===== config.mk =====
export PLATFORM = sky130hd
export DESIGN_NAME = inv_roundkey_gen
export DESIGN_NICKNAME = d
export VERILOG_FILES = /design/src/rtl/inv_roundkey_gen.sv
export SDC_FILE = /design/constraint.sdc
export NUM_CORES = 1
export LEC_CHECK = 0
export ABC_AREA = 1
export ABC_CLOCK_PERIOD_IN_PS = 3300
export CAP_MARGIN = 25
export CORE_ASPECT_RATIO = 1.75
export CORE_MARGIN = 3
export CORE_UTILIZATION = 40
export CTS_BUF_LIST = sky130_fd_sc_hd__clkbuf_4
export DETAILED_ROUTE_END_ITERATION = 10
export GPL_TIMING_DRIVEN = 1
export PLACE_DENSITY = 0.65
export SLEW_MARGIN = 20
export SYNTH_ARGS = -nofsm -noshare
export SYNTH_HDL_FRONTEND = slang
export SYNTH_SLANG_ARGS = --single-unit

===== constraint.sdc =====
create_clock -name clk -period 3.3 [get_ports clk]
set_input_delay 0.66 -clock clk [delete_from_list [all_inputs] [get_ports clk]]
set_output_delay 0.66 -clock clk [all_outputs]
set_load 0.05 [all_outputs]

===== src/rtl/inv_roundkey_gen.sv =====
// Inverse AES-128 key-schedule engine: walks from the round-10 key back to the
// cipher key, presenting one round key per accepted valid/ready transfer.
module inv_roundkey_gen (
  input  logic         clk,
  input  logic         reset,
  input  logic         start,
  input  logic [127:0] last_key,
  input  logic         ready_in,
  output logic [127:0] round_key,
  output logic [3:0]   round_num,
  output logic         valid_out,
  output logic         busy,
  output logic         done
);

  typedef enum logic [0:0] {StIdle, StRun} state_e;

  // Forward AES S-box, entry 0 in the most significant byte.
  localparam logic [2047:0] SboxTable = {
    128'h637c777bf26b6fc53001672bfed7ab76, 128'hca82c97dfa5947f0add4a2af9ca472c0,
    128'hb7fd9326363ff7cc34a5e5f171d83115, 128'h04c723c31896059a071280e2eb27b275,
    128'h09832c1a1b6e5aa0523bd6b329e32f84, 128'h53d100ed20fcb15b6acbbe394a4c58cf,
    128'hd0efaafb434d338545f9027f503c9fa8, 128'h51a3408f929d38f5bcb6da2110fff3d2,
    128'hcd0c13ec5f974417c4a77e3d645d1973, 128'h60814fdc222a908846eeb814de5e0bdb,
    128'he0323a0a4906245cc2d3ac629195e479, 128'he7c8376d8dd54ea96c56f4ea657aae08,
    128'hba78252e1ca6b4c6e8dd741f4bbd8b8a, 128'h703eb5664803f60e613557b986c11d9e,
    128'he1f8981169d98e949b1e87e9ce5528df, 128'h8ca1890dbfe6426841992d0fb054bb16
  };

  function automatic logic [7:0] sbox(input logic [7:0] b);
    logic [10:0] idx;
    idx = 11'd2047 - {b, 3'b000};
    return SboxTable[idx -: 8];
  endfunction

  state_e       state_q, state_d;
  logic [127:0] key_q, key_d;
  logic [3:0]   round_q, round_d;
  logic         done_q, done_d;

  logic [31:0]  w0, w1, w2, w3, p3, rot_word, sub_word;
  logic [7:0]   rcon;
  logic [127:0] prev_key;

  assign {w0, w1, w2, w3} = key_q;
  assign p3               = w3 ^ w2;
  assign rot_word         = {p3[23:0], p3[31:24]};

  for (genvar i = 0; i < 4; i++) begin : g_sbox
    assign sub_word[8*i +: 8] = sbox(rot_word[8*i +: 8]);
  end

  // Round constant belongs to the round being undone (the current round_num).
  always_comb begin
    rcon = 8'h00;
    case (round_q)
      4'd10:   rcon = 8'h36;
      4'd9:    rcon = 8'h1b;
      4'd8:    rcon = 8'h80;
      4'd7:    rcon = 8'h40;
      4'd6:    rcon = 8'h20;
      4'd5:    rcon = 8'h10;
      4'd4:    rcon = 8'h08;
      4'd3:    rcon = 8'h04;
      4'd2:    rcon = 8'h02;
      4'd1:    rcon = 8'h01;
      default: rcon = 8'h00;
    endcase
  end

  assign prev_key = {w0 ^ sub_word ^ {rcon, 24'h000000}, w1 ^ w0, w2 ^ w1, p3};

  always_comb begin
    state_d = state_q;
    key_d   = key_q;
    round_d = round_q;
    done_d  = 1'b0;
    case (state_q)
      StIdle: begin
        if (start) begin
          key_d   = last_key;
          round_d = 4'd10;
          state_d = StRun;
        end
      end
      StRun: begin
        if (ready_in) begin
          if (round_q != 4'd0) begin
            key_d   = prev_key;
            round_d = round_q - 4'd1;
          end else begin
            state_d = StIdle;
            done_d  = 1'b1;
          end
        end
      end
      default: state_d = StIdle;
    endcase
  end

  always_ff @(posedge clk or negedge reset) begin
    if (!reset) begin
      state_q <= StIdle;
      key_q   <= '0;
      round_q <= '0;
      done_q  <= 1'b0;
    end else begin
      state_q <= state_d;
      key_q   <= key_d;
      round_q <= round_d;
      done_q  <= done_d;
    end
  end

  assign round_key = key_q;
  assign round_num = round_q;
  assign valid_out = (state_q == StRun);
  assign busy      = (state_q == StRun);
  assign done      = done_q;

endmodule


==> out/qor.yml <==
maxCapViolations: 0
start_util_pct: 40.78
cp-end-kind: "register"
ys_types: 37
port_buffers: 266
syn_area_per_cell_um2: 5.514
yosys.area_share.simple_pct: 58.00
synthXorXnorAreaFrac_pct: 1.561
drive_above_1_share_pct: 7.311
critPathBufInv: 3
numCtsBuffers: 17
htree_num_levels: 4
reg2reg_from: "round_key[33]$_DFFE_PN0P_"
wl_um: 110600
post-route-min-period_ns: 3.061
finalSetupViolations: 0
hold_viol: 0
synthMuxAreaShare_pct: 0
die_y_um: 299.1
grt_pass1_wl_um: 164200
core_um2: 48140
ant_nets: 0
synthAdderAreaFrac_pct: 3.696
routed_via_density: 6.229
clkTransAtPathRegs_ns: 0.16
fin_tns_setup_ns: 0
dr.first_iter.drc_count: 3698
clock.fmax_mhz: 326.6
maxSlewViolCount: 0
cp_top_family: "simple AND/OR/NAND/NOR gates"
root_buffer: "clkbuf_4"
ys_ff_latch: 134
ys_seq_area_share_pct: 17.08
cp_common_cell: "nand3_1"
gp_congestion: 1.111
crit_start: "round_key[33]$_DFFE_PN0P_"
required_ns: 3.87
insertion_delay_ns: 0.69
worstPathCellList: "inv_1, nand2_1, nand2_1, buf_4, ha_1, inv_1, nand3_1, nand3_1, nand3_1, nand3_1, nand3_1, nand3_1, nand3_1, nand3_1, nand2_1, nand2_1"
final_common_cell: "nand3_1"
fp-row-count: 106
final_cell_mix: "nand3_1 (1233), nand2_1 (1081), clkdlybuf4s50_1 (265)"
yosys_warnings: 0
wl_per_cell_um: 25.09
synth_compound_area_share_pct: 9.845
dp_hpwl_um: 81610
syn_area_um2: 19640
arrival_ns: 3.63
antenna_found_initial: 14
crit_path_max_incr_delay_ns: 0.43
netlist_instances: 3561
io_pins: 267
track_usage_pct: 40.94
synth_top_family_by_area: "simple AND/OR/NAND/NOR gates"
maxSlewHeadroom_pct: 37.56
worstSetupPathType: "register to register"
area_growth_syn_to_layout_pct: 20.55
synthesis.nets: 3751
reg2reg_slack_ns: 0.24
status: "complete, no violations"
cp_max_fo: 10
rsz0062_at_grt: "no"
hp-class: "input pin to async pin"
overflow: 0
dr.pass1.iters: 6
cp_slowest_cell: "dfrtp_1"
grt_pass1_vias: 25700
postCtsSetupRepairBufs: 0
vias: 27460
skew_ns: 0.05333
grt_max_degree: 92
worst_setup_path_start_kind: "register"
period_share_pct: 92.77
die_w_um: 173.5
clkSinkCount: 134
die_area_um2: 51890
cts_tree: "built"
nNetsFinal: 3927
tightest_slew_ns: 0.9332
cts.path.max_buffers: 2
drc: 0
==> Yosys cell counts (all sizes together) <==
| library cell | number | area share [%] |
|---|---|---|
| nand3 | 1236 | 32 |
| o21a | 4 | 0.15 |
| or3 | 1 | 0.032 |
| nor3 | 2 | 0.051 |
| buf | 141 | 4.0 |
| a2bb2oi | 11 | 0.49 |
| a21oi | 88 | 2.2 |
| a32o | 3 | 0.15 |
| nand4 | 13 | 0.41 |
| o22ai | 1 | 0.032 |
| o211ai | 30 | 1.1 |
| o21ai | 179 | 4.6 |
| a32oi | 11 | 0.49 |
| a22oi | 10 | 0.38 |
| ha | 58 | 3.7 |
| or2 | 5 | 0.16 |
| inv | 188 | 3.6 |
| nor2 | 156 | 3.0 |
| xnor2 | 18 | 1.1 |
| nand2 | 1137 | 23 |
| nand3b | 1 | 0.038 |
| xor2 | 11 | 0.49 |
| a31oi | 6 | 0.19 |
| dfrtp | 134 | 17 |
| clkinv | 7 | 0.13 |
| clkbuf | 110 | 2.1 |
==> metrics by stage <==
| step | worst slack [ns] | util (%) | area [um^2] | hold slack [ns] | cells |
|---|---|---|---|---|---|
| final | 0.2386 | 49.17 | 23670 | 0.4971 | 4409 |
| after global placement | 0.3281 | 48.46 | 23330 | 0.5184 | 4365 |
| after floorplan | 0.6236 | - | 19640 | 0.3644 | 3561 |
| after CTS | 0.2330 | 49.09 | 23630 | 0.4797 | 4396 |
| after global routing | 0.002083 | 49.16 | 23670 | 0.5017 | 4408 |
| after detailed placement | 0.2574 | 48.46 | 23330 | 0.5248 | 4365 |
==> path summary, 6_finish.rpt <==
path | endpoint | depth (start not counted)
max in group asynchronous | round_key[68]$_DFFE_PN0P_ | 3
min in group clk | done$_DFF_PN0_ | 3
min | round_key[53]$_DFFE_PN0P_ | 2
min reg2reg | round_key[15]$_DFFE_PN0P_ | 2
max | round_key[105]$_DFFE_PN0P_ | 16
max reg2reg | round_key[105]$_DFFE_PN0P_ | 16
==> area by class of cell <==
type | instances | area (um^2)
antenna | 13 | 32.53
clock buffer | 18 | 135.1
clock inverter | 12 | 157.7
fill | 5323 | 24470
inverter | 195 | 734.5
multi-input combinational | 2981 | 14460
sequential | 134 | 3357
tap | 648 | 810.8
timing repair buffer | 408 | 3983
==> metal layers <==
metal  wire (um)  share of wire, %  up-vias  GRT usage (%)
met5          13             0.012        -              0
met4       10090               9.1        2          31.04
met3        9874               8.9      534          7.364
met2       52940                48     1872          69.31
met1       37720                34    12630          45.43
li1            -                 -    12430              -
==> what timing repair did <==
item                       CTS  global route
resized for setup            0             1
hold buffers                 1             0
setup endpoints to repair    0             4
hold endpoints to repair    49             0
==> kinds of logic (layout without fill, tap and decap cells) <==
kind of cell / Yosys count / count (layout)
AND/OR/NAND/NOR: 2551 / 2551
buffers and inverters: 446 / 633
AO/OA/AOI/OAI: 343 / 343
flip-flops: 134 / 134
adder cells (fa/ha/maj): 58 / 58
XOR/XNOR: 29 / 29
other: 0 / 13
==> flip-flops by register name, summed over array words and instances, names as in the netlist <==
| name | flops |
|---|---|
| round_key | 128 |
| round_num | 4 |
| busy | 1 |
| done | 1 |
Power is not shown: default switching activity piles up to over one toggle a cycle in this logic, so the estimate is an artifact.
